File: src/rtl/paddle_ctrl.sv
// paddle_ctrl: paddle y from synchronized up/down buttons, speed ramp, playfield clamp.
// Optional AI_TRACK_EN: with ai_en=1 the paddle tracks ball_y outside a deadband.
module paddle_ctrl #(
    parameter int POS_X      = 20,
    parameter int POS_Y      = 245,
    parameter int PADDLE_H   = 60,
    parameter int Y_MIN      = 35,
    parameter int Y_MAX      = 515,
    parameter int HOLD_TICKS = 8,
    parameter int MAX_SPEED  = 6,
    parameter int DEADBAND   = 4
) (
    input  logic       game_clk,
    input  logic       rst,
    input  logic       btn_up,
    input  logic       btn_down,
    input  logic       ai_en,
    input  logic [9:0] ball_y,
    output logic [9:0] x,
    output logic [9:0] y,
    output logic [3:0] speed
);

    localparam int HOLD_W = (HOLD_TICKS > 1) ? $clog2(HOLD_TICKS) : 1;
    localparam logic signed [10:0] Y_LO = 11'(Y_MIN);
    localparam logic signed [10:0] Y_HI = 11'(Y_MAX - PADDLE_H);

    typedef enum logic [1:0] {
        IDLE,
        MOVE_UP,
        MOVE_DOWN
    } state_t;

    state_t              state;
    state_t              state_next;
    state_t              req;
    state_t              btn_req;
    logic [1:0]          up_sync;
    logic [1:0]          down_sync;
    logic                up_s;
    logic                down_s;
    logic [HOLD_W-1:0]   hold;
    logic [HOLD_W-1:0]   hold_next;
    logic [3:0]          speed_next;
    logic signed [10:0]  y_sum;
    logic [9:0]          y_next;

    assign up_s   = up_sync[1];
    assign down_s = down_sync[1];

    always_comb begin
        btn_req = IDLE;
        unique case (1'b1)
            up_s && !down_s: btn_req = MOVE_UP;
            down_s && !up_s: btn_req = MOVE_DOWN;
            default:         btn_req = IDLE;
        endcase
    end

`ifdef AI_TRACK_EN
    logic [9:0]  ball_q;
    logic [10:0] ai_center;
    state_t      ai_req;

    always_ff @(posedge game_clk) begin
        if (rst) ball_q <= '0;
        else     ball_q <= ball_y;
    end

    always_comb begin
        ai_center = {1'b0, y} + 11'(PADDLE_H / 2);
        ai_req    = IDLE;
        if (({1'b0, ball_q} + 11'(DEADBAND)) < ai_center)
            ai_req = MOVE_UP;
        else if ({1'b0, ball_q} > (ai_center + 11'(DEADBAND)))
            ai_req = MOVE_DOWN;
    end

    assign req = ai_en ? ai_req : btn_req;
`else
    logic unused_ai;
    assign unused_ai = ^{ai_en, ball_y};
    assign req = btn_req;
`endif

    // Same direction ramps speed every HOLD_TICKS ticks; anything else restarts at 1.
    always_comb begin
        state_next = IDLE;
        speed_next = 4'd0;
        hold_next  = '0;
        if (req != IDLE) begin
            state_next = req;
            speed_next = 4'd1;
            if (req == state) begin
                speed_next = speed;
                hold_next  = hold + HOLD_W'(1);
                if (hold == HOLD_W'(HOLD_TICKS - 1)) begin
                    hold_next = '0;
                    if (speed < 4'(MAX_SPEED))
                        speed_next = speed + 4'd1;
                end
            end
        end
    end

    always_comb begin
        unique case (state)
            MOVE_UP:   y_sum = signed'({1'b0, y}) - signed'({7'b0, speed});
            MOVE_DOWN: y_sum = signed'({1'b0, y}) + signed'({7'b0, speed});
            default:   y_sum = signed'({1'b0, y});
        endcase
        if (y_sum < Y_LO)
            y_next = 10'(Y_MIN);
        else if (y_sum > Y_HI)
            y_next = 10'(Y_MAX - PADDLE_H);
        else
            y_next = y_sum[9:0];
    end

    always_ff @(posedge game_clk) begin
        if (rst) begin
            up_sync   <= '0;
            down_sync <= '0;
            state     <= IDLE;
            speed     <= 4'd0;
            hold      <= '0;
            x         <= 10'(POS_X);
            y         <= 10'(POS_Y);
        end else begin
            up_sync   <= {up_sync[0], btn_up};
            down_sync <= {down_sync[0], btn_down};
            state     <= state_next;
            speed     <= speed_next;
            hold      <= hold_next;
            y         <= y_next;
        end
    end

endmodule

File: config.mk
export PLATFORM = sky130hd
export DESIGN_NAME = paddle_ctrl
export DESIGN_NICKNAME = d
export VERILOG_FILES = /design/src/rtl/paddle_ctrl.sv
export SDC_FILE = /design/constraint.sdc
export NUM_CORES = 1
export LEC_CHECK = 0
export ABC_AREA = 1
export BUFFER_PORTS_ARGS = -buffer_cell sky130_fd_sc_hd__buf_2
export CAP_MARGIN = 10
export CORE_ASPECT_RATIO = 1.4
export CORE_MARGIN = 2
export CORE_UTILIZATION = 40
export CTS_BUF_LIST = sky130_fd_sc_hd__clkbuf_8
export CTS_CLUSTER_DIAMETER = 40
export DETAILED_ROUTE_END_ITERATION = 8
export GPL_TIMING_DRIVEN = 1
export PLACE_DENSITY = 0.74
export SLEW_MARGIN = 20
export SYNTH_ARGS = -nofsm -noshare
export SYNTH_HDL_FRONTEND = slang
export SYNTH_SLANG_ARGS = --single-unit
File: constraint.sdc
create_clock -name game_clk -period 4.1 [get_ports game_clk]
set_input_delay 0.615 -clock game_clk [delete_from_list [all_inputs] [get_ports game_clk]]
set_output_delay 0.615 -clock game_clk [all_outputs]
set_load 0.01 [all_outputs]
### Word level (Yosys, flattened, before mapping)

Index checks and enable logic that the tools add are counted.

* flip-flop bits (word level): 23
* latch bits: 0
* bits in writable memories: 0
* ROM bits: 0
* input bits: 15
* output and inout port bits: 24
* logic and storage cells: 43
* memories: 0

* add/sub/neg operators: 4
* multiply operators: 0
* divide/modulo/power cells: 0
* $lt $le $gt $ge: 3
* eq/ne operators: 6
* shifts and indexed selects: 0
* muxes and demuxes: 7
* bitwise logic cells: 2
* reduce and logical (&&, ||, !) cells: 12

Operator list (number)
* $pmux 11 s2: 1
* $add 10x4->11: 1
* $gt 11x10->1 const B: 1
* $lt 11x7->1 const B: 1
* $sub 10x4->11: 1
* $mux 9: 1
* $mux 8: 1
* $reduce_or 3->1: 2
* $add 4x1->4 const B: 1
* $lt 4x3->1 const B: 1
* $ne 2x1->1 const B: 2
* $pmux 2 s2: 1
* $reduce_and 2->1: 2
* $reduce_or 2->1: 2
* $reduce_or 4->1: 1
* $add 3x1->3 const B: 1
* $eq 3x3->1 const B: 1
* $mux 1: 3
* $eq 2x1->1 const B: 1
* $eq 2x2->1: 1
* $eq 2x2->1 const B: 1
* $logic_and 1x1->1: 2
* $logic_not 1->1: 2
* $not 1->1: 2
* $reduce_bool 2->1: 1

### Logic depth before layout (Yosys ltp)

* depth in word-level cells: 6
* gate-level depth with buffers: 22
* mapped depth without buffers: 22

### Worst setup path before layout

Ideal clock, no wire load.

* kind: register to register
* start: register speed[0]
* end: register y[2]
* library setup time: 0.116 ns
* data arrival time: 2.366 ns
* path slack: 1.618 ns
* cell stages (with the launch flop): 18
* path buffers: 0
* cell sequence: dfxtp_1 > inv_1 > ha_1 > nand2_1 > o21ai_0 > fa_1 > nand3_1 > nand2_2 > nand2_2 > nand2_2 > nand2_1 > nand3_2 > nand2_4 > nand4_2 > nand2_2 > inv_2 > o21ai_1 > nand2_1

* word-level cells in the longest chain between the ends: 5
* elaborated cells between the ends (all ways): 7

RTL lines
* from (decl): RTL line 21 `output logic [3:0] speed`
* from (signal assigned): RTL line 133 `speed <= speed_next;`
* $add 10x4->11 / $sub 10x4->11 (equally long branches): RTL line 109, 108
* $pmux 11 s2 (*): RTL line 107 `unique case (state)`
* $gt 11x10->1: RTL line 114 `else if (y_sum > Y_HI)`
* $mux 9: RTL line 114
* $mux 8 (*): RTL line 112 `if (y_sum < Y_LO)`
* to (signal assigned): RTL line 128 `y <= 10'(POS_Y);`
* to (signal assigned): RTL line 135 `y <= y_next;`
* to (decl): RTL line 20 `output logic [9:0] y,`

Mark *: on every way between the ends. The rest lies on a longest branch, timed or not.
A chain may end at the register's enable or synchronous reset.

### Final worst setup path

Same ends and word-level chain as after synthesis.

==> run metrics <==
CP most frequent cell nand2_1; CTS max path bufs 2; Post-CTS Setup Repair Bufs 0; initial antenna violation count 0; setup TNS 0 ps; Reg clk slew, reported paths 90 ps; number of synthesized register bits 23; area of the mapped netlist 1850 sq um; I/O Buffers 17; Antenna Cells 0; peak supply drop 0.000136 V; Initial Utilization 41.1%; DR vias/cell 4.58; area grow syn2layout 8.39%; die width 61.5 um; top cell type by total area after synthesis dfxtp_1; top cells by area, synth dfxtp_1, ha_1, nand2_1; Antenna Nets Post-Route 0; Final Critical Period 2790 ps; crit share post-route 68.0%; crit path kind flip-flop to flip-flop; Layout fillers 465; Post-Route WL 3570 um; Hold Path Stages 2; Worst-Skew Late Latency 270 ps; max-cap violations 0; clk root buf clkbuf_8; Gate power share 20.6%; max incr delay on CP 440 ps; site row count 29; largest net degree at the start of global routing 15; H-tree depth 1; overall routing resource usage 15.5%; register area 460 sq um; CTS tree built; leakage 1.06 nW; fraction of layout cells with a size suffix above 1 25.3%; Cell Chain, Critical Path inv_1 -> ha_1 -> nand2_1 -> o21ai_0 -> inv_1 -> ha_1 -> nand2_1 -> nand2_1 -> inv_1 -> nand2_1 -> nand2_1 -> nand3_1 -> nand2_1 -> nand3_1 -> nand2_2 -> nand4_2 -> nand2_2 -> inv_2 -> o21ai_1 -> nand2_1; DRT iter0 DRCs 78; DR DRC count 0; CTS Buf Count 3; die area 5190 sq um; TritonRoute pass-1 iters 4; final layout net count 320; final max-slew violation count 0; fmax 0.358 GHz; Warnings, synthesis 0; multi-input logic area 1140 sq um; first-pass GRT wire length 6240 um; DP Wirelength 3010 um; switching share of power 30.2%; vias in the first global route 1511; Mapped Avg Cell Area 6.93 sq um; sequential share of power 49.2%; RSZ-0062 raised after global routing false; GP Congestion 0.813; Net Switching 0.000145 W; CP arrival 2950 ps; Clock power frac 30.2%; Distinct cells, synth 33; Seq/Total Area, Yosys 24.9%; endpoints failing setup 0; status finished, final reports clean; total gr overflow 0; Worst Hold Class flip-flop to flip-flop; Core ar. 4500 sq um; mean routed wirelength per cell 10.3 um; Worst EP required 4260 ps; post_cts resized 0; CP Launch Type flip-flop; PwrDens 239 nW/um^2; P_int 0.000335 W; setup ws final 1310 ps; pre-CTS setup slack 1340 ps; Die H 84.5 um; # IOs 39; Finished Core Util 44.5%; top cell type's share of synthesized area 24.9%; cts hold-fix bufs 0; slowest cell on the critical path dfxtp_1; skew final 9.92 ps; crit path max fanout 6; R2R depth 20; Setup crit end kind flip-flop; via count 1589; total clock sinks 23; Fin. Hold Viols 0; Post-Synthesis Cells 267
critical path: cells and delay by family (launching register included):
kind                     cells  cell delay [ps]
flip-flops                   1              440
AND/OR/NAND/NOR             12             1100
AO/OA/AOI/OAI                2              150
adder cells (fa/ha/maj)      2              550
buffers and inverters        4              430
cells in the mapped netlist:
master     n
o21a_1     1
dfxtp_1   23
o21ai_0    5
nand3_2    5
or2_1      1
nand4_2    2
nand2_1   43
nand2_4    1
o22ai_1    1
nand2_2   21
or2_0      1
xor2_1     1
fa_1       1
a21oi_1    8
inv_2      7
nor2_2     2
mux2i_1    2
clkinv_1   1
buf_4     12
nor2_1    25
nor3_1     1
inv_1     41
or2_2      7
o21ai_1    3
xnor2_1    2
nor3_2     1
clkinv_2   1
nand4_1    4
a21oi_2    3
ha_1      18
nand3_1   20
o21ai_2    1
conb_1     2
power groups by stage:
stage	Clock [W]	Combinational, W	Sequential (W)
after floorplan	0	0.0000828	0.000243
after global placement	0	0.0000955	0.000242
after detailed placement	0	0.0000977	0.000242
after CTS	0.000146	0.0000990	0.000236
after global routing	0.000155	0.000113	0.000237
final	0.000145	0.0000987	0.000236
sequential cells by signal, indices dropped and copies added (netlist names):
register	cells
down_sync	2
y	10
state	2
up_sync	2
speed	4
hold	3
final timing paths:
kind / startpoint / endpoint / slack (ps)
setup reg to reg: speed[0]$_SDFFE_PP0P_ / y[2]$_SDFF_PP1_ / 1310
hold reg to reg: up_sync[0]$_SDFF_PP0_ / up_sync[1]$_SDFF_PP0_ / 410
hold / removal: up_sync[0]$_SDFF_PP0_ / up_sync[1]$_SDFF_PP0_ / 410
setup / recovery: speed[0]$_SDFFE_PP0P_ / y[2]$_SDFF_PP1_ / 1310
kinds of logic after synthesis:
kind of cell | share of synthesized area (%)
compound gates | 6.97
xor+xnor | 1.42
fa+ha+maj | 13.3
buf+inv | 15.1
flops | 24.9
mux | 1.08
other cells | 0.406
simple gates | 36.9
layout make-up:
type	instances	area share (%)
Clock buffer	3	2.06
Clock inverter	1	0.375
Inverter	50	9.43
Multi-Input combinational cell	191	57.1
Sequential cell	23	23.0
Tap cell	62	3.87
Timing Repair Buffer	17	4.24
cell usage in the layout (no fill, tap or decap), drive strengths merged, types with 3 or more instances in the layout:
master	Yosys	layout
buf	12	17
inv	48	48
clkbuf	0	3
nand2	65	65
or2	9	9
dfxtp	23	23
o21ai	9	9
a21oi	11	11
nor2	27	27
nand4	6	6
ha	18	18
nand3	25	25
conb	2	11
metrics by stage:
stage | hold slack (ps) | power [W] | std cells | area (sq um)
after floorplan | 388 | 0.000325 | 276 | 1880
after global placement | 390 | 0.000337 | 343 | 1960
after detailed placement | 397 | 0.000339 | 343 | 1960
after CTS | 412 | 0.000481 | 347 | 2000
after global routing | 430 | 0.000506 | 347 | 2000
final | 411 | 0.000480 | 347 | 2000
metal layers:
metal | share of wire (%) | track usage, %
met2 | 54 | 27.9
met3 | 2.7 | 2.00
met5 | 0 | 0
met1 | 41 | 17.4
met4 | 2.2 | 6.38
(Power assumes the default switching activity.)
